`config.mk`:
```
export PLATFORM = sky130hd
export DESIGN_NAME = gb_lcd_framer_flat
export DESIGN_NICKNAME = d
export VERILOG_FILES = /design/src/rtl/gb_lcd_framer_if.sv /design/src/rtl/gb_lcd_framer.sv /design/src/flat_wrapper.sv
export SDC_FILE = /design/constraint.sdc
export NUM_CORES = 1
export LEC_CHECK = 0
export CAP_MARGIN = 25
export CORE_AREA = 8 8 99 101
export CTS_BUF_LIST = sky130_fd_sc_hd__clkbuf_2 sky130_fd_sc_hd__clkbuf_4 sky130_fd_sc_hd__clkbuf_8
export DETAILED_ROUTE_END_ITERATION = 8
export DIE_AREA = 0 0 107 109
export PLACE_DENSITY = 0.71
export SYNTH_ARGS = -nofsm -noshare
export SYNTH_HDL_FRONTEND = slang
export SYNTH_SLANG_ARGS = --single-unit
```
`constraint.sdc`:
```
create_clock -name GameBoy_clk -period 4.9 [get_ports GameBoy_clk]
set_clock_uncertainty 0.1 [all_clocks]
set_input_delay 1.47 -clock GameBoy_clk [delete_from_list [all_inputs] [get_ports GameBoy_clk]]
set_output_delay 1.47 -clock GameBoy_clk [all_outputs]
set_load 0.005 [all_outputs]
```
`src/rtl/gb_lcd_framer_if.sv`:
```
// Pixel/sync bus between the PPU side and the frame-buffer write port of gb_lcd_framer.
// The framer uses the slave modport; the pixel source and the frame buffer sit on the master side.
interface gb_lcd_framer_if #(
    parameter int ADDR_W = 15
);
    logic              LCD_ON;
    logic [1:0]        PX_IN;
    logic              PX_IN_VALID;
    logic              HSYNC_IN;
    logic              VSYNC_IN;
    logic [1:0]        LD;
    logic              PX_VALID;
    logic [ADDR_W-1:0] WR_ADDR;
    logic              FRAME_DONE;
    logic              LINE_ERR;

    modport master (
        output LCD_ON, PX_IN, PX_IN_VALID, HSYNC_IN, VSYNC_IN,
        input  LD, PX_VALID, WR_ADDR, FRAME_DONE, LINE_ERR
    );

    modport slave (
        input  LCD_ON, PX_IN, PX_IN_VALID, HSYNC_IN, VSYNC_IN,
        output LD, PX_VALID, WR_ADDR, FRAME_DONE, LINE_ERR
    );
endinterface

```
`src/rtl/gb_lcd_framer.sv`:
```
// Frames the PPU pixel stream into explicit frame-buffer writes (addr = y*160+x),
// drops/flags malformed lines, and flushes the buffer to a fill shade while the LCD is off.
//
// state  | meaning
// SYNC   | waiting for VSYNC_IN; pixels ignored
// ACTIVE | tracking x/y, writing visible pixels
// FILL   | writing FILL_COLOR to every buffer entry, one per clock
// BLANK  | fill done, waiting for LCD_ON
module gb_lcd_framer #(
    parameter int         H_PIXELS   = 160,
    parameter int         V_LINES    = 144,
    parameter int         FB_DEPTH   = 23040,
    parameter int         ADDR_W     = 15,
    parameter logic [1:0] FILL_COLOR = 2'b00
) (
    input  logic          GameBoy_clk,
    input  logic          GameBoy_reset,
    gb_lcd_framer_if.slave bus
);
    typedef enum logic [1:0] {SYNC, ACTIVE, FILL, BLANK} state_t;

    localparam logic [7:0]        X_MAX     = 8'(H_PIXELS);
    localparam logic [7:0]        Y_MAX     = 8'(V_LINES);
    localparam logic [7:0]        Y_LAST    = 8'(V_LINES - 1);
    localparam logic [ADDR_W-1:0] H_STEP    = ADDR_W'(H_PIXELS);
    localparam logic [ADDR_W-1:0] FILL_LAST = ADDR_W'(FB_DEPTH - 1);

    state_t            r_state, w_state_nxt;
    logic [7:0]        r_x, w_x_nxt;
    logic [7:0]        r_y, w_y_nxt;
    logic              r_x_ovf, w_x_ovf_nxt;
    logic [ADDR_W-1:0] r_base, w_base_nxt;
    logic [ADDR_W-1:0] r_fill_cnt, w_fill_cnt_nxt;
    logic [1:0]        r_ld, w_ld_nxt;
    logic              r_px_valid, w_px_valid_nxt;
    logic [ADDR_W-1:0] r_wr_addr, w_wr_addr_nxt;
    logic              r_frame_done, w_frame_done_nxt;
    logic              r_line_err, w_line_err_nxt;

    logic              w_accept;
    logic              w_drop;
    logic [7:0]        w_line_len;

    assign w_accept   = bus.PX_IN_VALID && (r_x < X_MAX) && (r_y < Y_MAX);
    // A pixel past the end of a visible line marks the line as too long.
    assign w_drop     = bus.PX_IN_VALID && !w_accept && (r_y < Y_MAX);
    assign w_line_len = r_x + {7'd0, w_accept};

    always_ff @(posedge GameBoy_clk or posedge GameBoy_reset) begin
        if (GameBoy_reset) begin
            r_state      <= SYNC;
            r_x          <= '0;
            r_y          <= '0;
            r_x_ovf      <= 1'b0;
            r_base       <= '0;
            r_fill_cnt   <= '0;
            r_ld         <= '0;
            r_px_valid   <= 1'b0;
            r_wr_addr    <= '0;
            r_frame_done <= 1'b0;
            r_line_err   <= 1'b0;
        end else begin
            r_state      <= w_state_nxt;
            r_x          <= w_x_nxt;
            r_y          <= w_y_nxt;
            r_x_ovf      <= w_x_ovf_nxt;
            r_base       <= w_base_nxt;
            r_fill_cnt   <= w_fill_cnt_nxt;
            r_ld         <= w_ld_nxt;
            r_px_valid   <= w_px_valid_nxt;
            r_wr_addr    <= w_wr_addr_nxt;
            r_frame_done <= w_frame_done_nxt;
            r_line_err   <= w_line_err_nxt;
        end
    end

    always_comb begin
        w_state_nxt      = r_state;
        w_x_nxt          = r_x;
        w_y_nxt          = r_y;
        w_x_ovf_nxt      = r_x_ovf;
        w_base_nxt       = r_base;
        w_fill_cnt_nxt   = '0;
        w_ld_nxt         = r_ld;
        w_px_valid_nxt   = 1'b0;
        w_wr_addr_nxt    = r_wr_addr;
        w_frame_done_nxt = 1'b0;
        w_line_err_nxt   = r_line_err;

        case (r_state)
            SYNC: begin
                if (!bus.LCD_ON) begin
                    w_state_nxt = FILL;
                    w_x_nxt     = '0;
                    w_y_nxt     = '0;
                    w_base_nxt  = '0;
                    w_x_ovf_nxt = 1'b0;
                end else if (bus.VSYNC_IN) begin
                    w_state_nxt = ACTIVE;
                    w_x_nxt     = '0;
                    w_y_nxt     = '0;
                    w_base_nxt  = '0;
                    w_x_ovf_nxt = 1'b0;
                end
            end

            ACTIVE: begin
                if (!bus.LCD_ON) begin
                    w_state_nxt = FILL;
                    w_x_nxt     = '0;
                    w_y_nxt     = '0;
                    w_base_nxt  = '0;
                    w_x_ovf_nxt = 1'b0;
                end else begin
                    if (w_accept) begin
                        w_ld_nxt       = bus.PX_IN;
                        w_px_valid_nxt = 1'b1;
                        w_wr_addr_nxt  = r_base + {{(ADDR_W-8){1'b0}}, r_x};
                        w_x_nxt        = r_x + 8'd1;
                    end
                    w_x_ovf_nxt = r_x_ovf | w_drop;

                    if (bus.HSYNC_IN) begin
                        // Lines after the last visible one are not measured.
                        if ((r_y < Y_MAX) && ((w_line_len != X_MAX) || r_x_ovf || w_drop))
                            w_line_err_nxt = 1'b1;
                        w_x_nxt     = '0;
                        w_x_ovf_nxt = 1'b0;
                        if (!bus.VSYNC_IN && (r_y < Y_MAX)) begin
                            w_y_nxt = r_y + 8'd1;
                            // base stops at the last line start so it never exceeds FB_DEPTH-1
                            if (r_y < Y_LAST)
                                w_base_nxt = r_base + H_STEP;
                            else
                                w_frame_done_nxt = 1'b1;
                        end
                    end

                    if (bus.VSYNC_IN) begin
                        w_x_nxt     = '0;
                        w_y_nxt     = '0;
                        w_base_nxt  = '0;
                        w_x_ovf_nxt = 1'b0;
                    end
                end
            end

            FILL: begin
                w_ld_nxt       = FILL_COLOR;
                w_px_valid_nxt = 1'b1;
                w_wr_addr_nxt  = r_fill_cnt;
                if (r_fill_cnt == FILL_LAST)
                    w_state_nxt = BLANK;
                else
                    w_fill_cnt_nxt = r_fill_cnt + 1'b1;
            end

            BLANK: begin
                if (bus.LCD_ON)
                    w_state_nxt = SYNC;
            end

            default: w_state_nxt = SYNC;
        endcase
    end

    assign bus.LD         = r_ld;
    assign bus.PX_VALID   = r_px_valid;
    assign bus.WR_ADDR    = r_wr_addr;
    assign bus.FRAME_DONE = r_frame_done;
    assign bus.LINE_ERR   = r_line_err;
endmodule

```
`src/flat_wrapper.sv`:
```
// flat-port wrapper written by rule: the top's interface ports become plain ports
module gb_lcd_framer_flat 
#(
    parameter int         H_PIXELS   = 160,
    parameter int         V_LINES    = 144,
    parameter int         FB_DEPTH   = 23040,
    parameter int         ADDR_W     = 15,
    parameter logic [1:0] FILL_COLOR = 2'b00
)
  (GameBoy_clk, GameBoy_reset, bus_LCD_ON, bus_PX_IN, bus_PX_IN_VALID, bus_HSYNC_IN, bus_VSYNC_IN, bus_LD, bus_PX_VALID, bus_WR_ADDR, bus_FRAME_DONE, bus_LINE_ERR);
  gb_lcd_framer_if #(.ADDR_W(ADDR_W)) bus_i ();
  input  logic GameBoy_clk;
  input  logic GameBoy_reset;
  input wire logic [$bits(bus_i.LCD_ON)-1:0] bus_LCD_ON;
  input wire logic [$bits(bus_i.PX_IN)-1:0] bus_PX_IN;
  input wire logic [$bits(bus_i.PX_IN_VALID)-1:0] bus_PX_IN_VALID;
  input wire logic [$bits(bus_i.HSYNC_IN)-1:0] bus_HSYNC_IN;
  input wire logic [$bits(bus_i.VSYNC_IN)-1:0] bus_VSYNC_IN;
  output wire logic [$bits(bus_i.LD)-1:0] bus_LD;
  output wire logic [$bits(bus_i.PX_VALID)-1:0] bus_PX_VALID;
  output wire logic [$bits(bus_i.WR_ADDR)-1:0] bus_WR_ADDR;
  output wire logic [$bits(bus_i.FRAME_DONE)-1:0] bus_FRAME_DONE;
  output wire logic [$bits(bus_i.LINE_ERR)-1:0] bus_LINE_ERR;
  assign bus_i.LCD_ON = bus_LCD_ON;
  assign bus_i.PX_IN = bus_PX_IN;
  assign bus_i.PX_IN_VALID = bus_PX_IN_VALID;
  assign bus_i.HSYNC_IN = bus_HSYNC_IN;
  assign bus_i.VSYNC_IN = bus_VSYNC_IN;
  assign bus_LD = bus_i.LD;
  assign bus_PX_VALID = bus_i.PX_VALID;
  assign bus_WR_ADDR = bus_i.WR_ADDR;
  assign bus_FRAME_DONE = bus_i.FRAME_DONE;
  assign bus_LINE_ERR = bus_i.LINE_ERR;
  gb_lcd_framer #(.H_PIXELS(H_PIXELS), .V_LINES(V_LINES), .FB_DEPTH(FB_DEPTH), .ADDR_W(ADDR_W), .FILL_COLOR(FILL_COLOR)) u_core (.GameBoy_clk(GameBoy_clk), .GameBoy_reset(GameBoy_reset), .bus(bus_i));
endmodule
```
==> run summary, run 1 <==
outcome: completed
cell class contributing the biggest share of worst-path delay: simple AND/OR/NAND/NOR gates
launch point of the worst hold path: u_core.bus.WR_ADDR[6]
Crit Reg-Reg Startpoint: u_core.r_y[4]
share of flip-flops with an asynchronous set or reset after synthesis: 1.00
die width: 107 um
synthesis-to-finish area growth: 15.3%
mean number of vias per cell: 5.44
number of nets produced by synthesis: 389
Net count, final: 415
Finish-stage setup viols: 0
EDFF count, synth: 0
Util after Layout: 0.495
largest net degree at the start of global routing: 34
Core Box Area: 8380 sq um
simple logic cell fraction of the synthesized area: 0.218
total overflow reported by the global router: 0
Seq/Total Area, Yosys: 0.446
instance area at placement: 3930 sq um
Clock Sinks: 64
I/O Pins: 28
residual DRC count: 0
overall fraction of global-route tracks in use: 0.144
leading register cell type out of synthesis: dfrtp_1
area used by sequential logic in the layout: 1600 sq um
instance count along the most critical hold path: 2
count of TritonRoute iterations in the first routing pass: 4
worst vdd ir: 0.122 mV
power density cells: 256 nW/um^2
Netlist cell types: 58
Post-Synthesis Cells: 368
series of cell instances along the critical path: clkdlybuf4s50_1 -> and3b_1 -> ha_1 -> ha_1 -> or4b_2 -> nor4_1 -> a31oi_1
number of inserted diodes: 0
maximum count of clock buffers along a single path: 2
Avg Synthesized Cell Area: 9.77 sq um
multiplexer area fraction after synthesis: 0.0428
f_max: 0.280 GHz
Final TNS setup: 0 ns
count of buffer and inverter cells on the critical path: 1
startpoint-to-endpoint class of the critical path: in -> reg
top fanout value on the critical path: 6
xor/xnor share of the synthesized area: 0.0731
Adder-Cell Fraction of Synth Area: 0.0452
clock tree from TritonCTS: built
WP data required: 5.02 ns
initial detailed-routing violation count: 88
H-tree depth reported by CTS: 3
compound-cell area share of the yosys netlist: 0.139
hold path endpoint: u_core.bus.WR_ADDR[6]
total leakage power: 1.78 nW
fraction of the cycle the final worst path needs: 0.728
initial antenna violation count: 0
number of buffers added by the clock tree synthesis step: 9
headroom to the max-slew limit: 0.371
Max Slew Vio Count: 0
critical-path cell with the highest stage delay: or4b_2
hold buffers post-CTS: 0
WL/cell: 15.4 um
drt total wl: 7820 um
fin area: 4150 sq um
combinational family with the most area after synthesis: simple AND/OR/NAND/NOR gates
type of the tightest min-delay check: reg -> reg
clock tree root driver cell: clkbuf_8
Worst-Margin Slew: 0.943 ns
final number of hold-violating endpoints: 0
RSZ-0062 raised after global routing: no
worst-case reg-to-reg path depth: 7
worst path setup slack after routing: 1.33 ns
number of synthesized register bits: 64
library cell appearing most often on the critical path: ha_1
overall die height: 109 um
number of max-cap violations: 0
number of cell rows: 34
kind of end point of the critical path: register
RR Endpoint: u_core.bus.LINE_ERR
fraction of layout cells with a size suffix above 1: 0.0952
Port-buffer cells: 27
clock-pin slew on the worst setup and hold paths: 0.07 ns
CP Data Arrival Time: 3.69 ns
number of buffers added for setup after CTS: 0
Post-CTS Resized: 0
DPL Wire Length: 5720 um
worst reg-to-reg setup slack: 2.11 ns
critical path startpoint category: input pin
first-pass GRT wire length: 13,400 um
cell area after synthesis: 3590 sq um
min Tclk post-route: 3.57 ns
initial standard-cell utilization of the core: 0.429
number of cells on the critical path: 7
combined area of the multi-input logic cells: 1860 sq um
insertion delay of the later-clocked pin in the worst-skew pair: 0.35 ns
die footprint: 11,700 sq um
YS warnings: 0
post-placement worst setup slack: 0.983 ns
routability-driven placement congestion ratio: 0.879
antenna-violating nets left: 0
overall via count from detail_route: 2,759
final-layout fill cell count: 786
vias in the first global route: 2,798
Largest stage delay, worst path: 0.60 ns
## cell usage after synthesis, drive strengths merged, types with 2 or more instances
cell	n	area, sq um
nor4	3	18.8
or3	6	37.5
inv	12	45.0
a21oi	12	78.8
xor2	20	175
xnor2	10	87.6
nand2	34	128
ha	13	163
o211ai	3	22.5
or4	3	22.5
buf	10	73.8
nand2b	4	40.0
clkbuf	4	15.0
nor2	39	146
nor4b	2	17.5
o22ai	2	12.5
a31oi	2	27.5
mux2i	12	120
o21a	3	22.5
nand4	5	31.3
and3	10	63.8
nor3b	2	26.3
nor3	10	61.3
o21ai	36	184
and2	3	18.8
mux2	3	33.8
dfrtp	64	1600
o31ai	6	72.6
nand3	19	113
a41oi	2	17.5
## routing by layer
metal / track usage / vias up / routed length (um)
li1: - / 1358 / -
met3: 0.0378 / 14 / 323
met1: 0.174 / 1339 / 3600
met2: 0.243 / 48 / 3800
met5: 0 / - / 0
met4: 0.0553 / 0 / 99
## sequential cells by signal, indices dropped and copies added, names as in the netlist, 2 cells and up
name                count
u_core.r_fill_cnt      15
u_core.r_base          10
u_core.r_x              8
u_core.bus.WR_ADDR     15
u_core.r_y              8
u_core.bus.LD           2
u_core.r_state          2
## where the power goes
part / switching (mW) / internal (mW)
Sequential: 0.00118 / 0.529
Clock: 0.215 / 0.287
Combinational: 0.0188 / 0.00861
## metrics by stage
stage / hold WS [ns] / std cells / power (mW)
floorplan: 0.356 / 368 / 0.557
global placement: 0.362 / 491 / 0.568
detailed placement: 0.370 / 491 / 0.569
CTS: 0.388 / 507 / 1.07
global route: 0.406 / 507 / 1.10
finish: 0.379 / 507 / 1.06
## worst max-delay path by stage
stage | from | to | slack (ns)
after detailed placement | bus_PX_IN_VALID | u_core.bus.LINE_ERR | 0.98
after global routing | bus_PX_IN_VALID | u_core.bus.LINE_ERR | 1.24
final | bus_PX_IN_VALID | u_core.bus.LINE_ERR | 1.33
after global placement | bus_PX_IN_VALID | u_core.bus.LINE_ERR | 1.00
after CTS | bus_PX_IN_VALID | u_core.bus.LINE_ERR | 1.35
after floorplan | bus_PX_IN_VALID | u_core.bus.LINE_ERR | 1.53
## cells in the final DEF (no fill, tap or decap), types with 3 or more instances in the layout
cell type	instances
dfrtp_1	64
nor2_1	39
o21ai_0	35
nand2_1	34
clkdlybuf4s50_1	27
xor2_1	20
nand3_1	17
ha_1	13
mux2i_1	12
inv_1	11
xnor2_1	10
nor3_1	9
and3_1	9
a21oi_1	9
clkbuf_8	9
or3_1	6
nand4_1	5
o31ai_1	4
or4_1	3
o21a_1	3
and2_1	3
o211ai_1	3
nor4_1	3
## tightest hold or removal path, cell delays in order (launching register included)
cell and delay, ns:
dfrtp_1 0.35, nand2_1 0.04, o21ai_0 0.05
## kinds of logic (layout without fill, tap and decap cells)
family | Yosys count | after routing
and+or+nand+nor | 147 | 147
AOI/OAI and AO/OA | 73 | 73
DFF | 64 | 64
xor gates and xnor gates | 30 | 30
buffers and inverters | 26 | 57
muxes | 15 | 15
adders and majority gates | 13 | 13
## cell type report
type / instances / share of cell area
repair buffers: 29 / 0.0688
multi-input cells: 278 / 0.449
well taps: 108 / 0.0326
inverters: 12 / 0.0109
clock inverters: 7 / 0.0229
flip-flops and latches: 64 / 0.386
clock buffers: 9 / 0.0299
Note: power is estimated with default switching activity, not from simulation.
==> inputs of run 2 (changes only) <==
--- a/config.mk
+++ b/config.mk
@@ -10,7 +10,7 @@
 export CTS_BUF_LIST = sky130_fd_sc_hd__clkbuf_2 sky130_fd_sc_hd__clkbuf_4 sky130_fd_sc_hd__clkbuf_8
 export DETAILED_ROUTE_END_ITERATION = 8
 export DIE_AREA = 0 0 107 109
-export PLACE_DENSITY = 0.71
+export PLACE_DENSITY = 0.73
 export SYNTH_ARGS = -nofsm -noshare
 export SYNTH_HDL_FRONTEND = slang
 export SYNTH_SLANG_ARGS = --single-unit
==> constraint.sdc (replaced) <==
create_clock -name GameBoy_clk -period 3 [get_ports GameBoy_clk]
set_clock_uncertainty 0.1 [all_clocks]
set_input_delay 0.9 -clock GameBoy_clk [delete_from_list [all_inputs] [get_ports GameBoy_clk]]
set_output_delay 0.9 -clock GameBoy_clk [all_outputs]
set_load 0.005 [all_outputs]
==> run 2 against run 1 <==
Against the previous run:
- combinational power up 84%
- clock power increased by 71%
- via count up 2.2%
- largest cell class unchanged
- final area increased by 2.7%
- global-route usage rose by 0.076 points
- largest power group unchanged
==> run summary, run 2 (synthesized netlist as in run 1, its figures left out) <==
outcome: completed (unchanged)
overall fraction of global-route tracks in use: 0.145 (was 0.144)
most common cell after layout, fill and taps aside: dfrtp_1 (unchanged)
final-layout fill cell count: 757 (was 786)
Largest stage delay, worst path: 0.61 ns (was 0.60 ns)
H-tree depth reported by CTS: 3 (unchanged)
worst path setup slack after routing: 0.151 ns (was 1.33 ns)
critical path startpoint category: input pin (unchanged)
series of cell instances along the critical path: clkdlybuf4s50_1 -> and3b_1 -> ha_1 -> ha_1 -> or4b_2 -> nor4_1 -> a31oi_1 (unchanged)
Net count, final: 427 (was 415)
Port-buffer cells: 27 (unchanged)
type of the tightest min-delay check: reg -> reg (unchanged)
power share of the sequential group: 0.488 (was 0.500)
initial standard-cell utilization of the core: 0.429 (unchanged)
mean number of vias per cell: 5.43 (was 5.44)
filler-free cell count of the finished design: 519 (was 507)
number of max-cap violations: 0 (unchanged)
Worst-Margin Slew: 0.959 ns (was 0.943 ns)
Finish-stage setup viols: 0 (unchanged)
cell class contributing the biggest share of worst-path delay: simple AND/OR/NAND/NOR gates (unchanged)
leading cell types in the layout, fill and taps excluded: dfrtp_1 (64), nor2_1 (39), o21ai_0 (35) (unchanged)
top fanout value on the critical path: 2 (was 6)
number of cell rows: 34 (unchanged)
worst vdd ir: 0.209 mV (was 0.122 mV)
total power of the final layout: 1.77 mW (was 1.06 mW)
WL/cell: 15.1 um (was 15.4 um)
hold buffers post-CTS: 0 (unchanged)
Switching Fraction: 0.214 (was 0.222)
post-placement worst setup slack: -0.223 ns (was 0.983 ns)
Core Box Area: 8380 sq um (unchanged)
min Tclk post-route: 2.85 ns
Clock Power Share: 0.484 (was 0.474)
headroom to the max-slew limit: 0.361 (was 0.371)
Final TNS setup: 0 ns (unchanged)
die footprint: 11,700 sq um (unchanged)
largest net degree at the start of global routing: 34 (unchanged)
fraction of layout cells with a size suffix above 1: 0.122 (was 0.0952)
CP Data Arrival Time: 2.97 ns (was 3.69 ns)
count of placed standard cells including taps: 503 (was 491)
number of buffers added by the clock tree synthesis step: 9 (unchanged)
number of buffers added for setup after CTS: 0 (unchanged)
initial detailed-routing violation count: 84 (was 88)
f_max: 0.351 GHz
total overflow reported by the global router: 0 (unchanged)
count of TritonRoute iterations in the first routing pass: 4 (unchanged)
clock tree from TritonCTS: built (unchanged)
power density cells: 416 nW/um^2 (was 256 nW/um^2)
internal power: 1.39 mW (was 0.824 mW)
insertion delay of the later-clocked pin in the worst-skew pair: 0.35 ns (about the same)
Clock Sinks: 64 (unchanged)
final number of hold-violating endpoints: 0 (unchanged)
fraction of the cycle the final worst path needs: 0.950
startpoint-to-endpoint class of the critical path: in -> reg (unchanged)
vias in the first global route: 2,871 (was 2,798)
synthesis-to-finish area growth: 18.5% (was 15.3%)
clock tree root driver cell: clkbuf_8 (unchanged)
Post-CTS Resized: 0 (unchanged)
total leakage power: 1.86 nW (was 1.78 nW)
I/O Pins: 28 (unchanged)
number of inserted diodes: 0 (unchanged)
critical-path cell with the highest stage delay: or4b_2 (unchanged)
overall via count from detail_route: 2,819 (was 2,759)
routability-driven placement congestion ratio: 0.859 (was 0.879)
maximum count of clock buffers along a single path: 2 (unchanged)
library cell appearing most often on the critical path: ha_1 (unchanged)
kind of end point of the critical path: register (unchanged)
overall die height: 109 um (unchanged)
antenna-violating nets left: 0 (unchanged)
Comb pwr share: 0.028 (was 0.026)
first-pass GRT wire length: 13,500 um (was 13,400 um)
drt total wl: 7830 um (was 7820 um)
DPL Wire Length: 5800 um (was 5720 um)
Psw: 0.379 mW (was 0.235 mW)
die width: 107 um (unchanged)
RSZ-0062 raised after global routing: no (unchanged)
residual DRC count: 0 (unchanged)
initial antenna violation count: 0 (unchanged)
WP data required: 3.12 ns (was 5.02 ns)
clock-pin slew on the worst setup and hold paths: 0.07 ns (about the same)
count of buffer and inverter cells on the critical path: 1 (unchanged)
Max Slew Vio Count: 0 (unchanged)
run 2: cell count changes in the layout (fill, tap and decap cells not counted):
| cell | previous run | this run |
|---|---|---|
| buf_12 | 0 | 1 |
| buf_4 | 2 | 13 |
| clkbuf_8 | 9 | 11 |
| clkinvlp_4 | 1 | 0 |
| inv_6 | 1 | 0 |
run 2: power groups by stage:
stage	Sequential, mW	Combinational (mW)	Clock, mW
6_report	0.866	0.0503	0.858
5_1_grt	0.866	0.0570	0.904
4_1_cts	0.866	0.0523	0.869
3_5_place_dp	0.883	0.0522	0
3_3_place_gp	0.882	0.0513	0
2_1_floorplan	0.882	0.0284	0
run 2: path summary, 6_finish.rpt:
| kind | from | end | slack, ns | cells after the start |
|---|---|---|---|---|
| max in group asynchronous | GameBoy_reset | u_core.r_y[5] | 1.32 | 3 |
| worst max register to register | u_core.r_y[4] | u_core.bus.LINE_ERR | 0.32 | 7 |
| worst max-delay path | bus_PX_IN_VALID | u_core.bus.LINE_ERR | 0.15 | 7 |
| worst min-delay path | u_core.bus.WR_ADDR[10] | u_core.bus.WR_ADDR[10] | 0.38 | 2 |
| min in group asynchronous | GameBoy_reset | u_core.r_fill_cnt[1] | 0.87 | 2 |
| worst min register to register | u_core.bus.WR_ADDR[10] | u_core.bus.WR_ADDR[10] | 0.38 | 2 |
run 2: worst min-delay path, cell delays in order, from the launching register on:
cell and delay [ns]:
dfrtp_1 0.34, nand2_1 0.04, o21ai_0 0.06
run 2: final cells by class:
type                       instances  area [sq um]  share of cell area
clock buffer                      11           151              0.0355
clock inverter                     5          78.8              0.0185
inverter                          12          45.0              0.0106
multi-input combinational        278          1860               0.437
sequential                        64          1600               0.376
tap                              108           135              0.0317
timing repair buffer              41           388              0.0911
run 2: through the flow:
step | hold WS [ns] | cell area [sq um] | util
floorplan | 0.356 | 3590 | -
global placement | 0.362 | 4030 | 0.481
detailed placement | 0.371 | 4030 | 0.481
CTS | 0.386 | 4260 | 0.508
global route | 0.408 | 4260 | 0.508
finish | 0.379 | 4260 | 0.508
run 2: per-layer routing:
metal | wire, um | track usage | vias to the layer above
li1 | - | - | 1378
met1 | 3610 | 0.173 | 1371
met2 | 3690 | 0.238 | 50
met3 | 345 | 0.0390 | 20
met4 | 181 | 0.0744 | 0
met5 | 0 | 0 | -
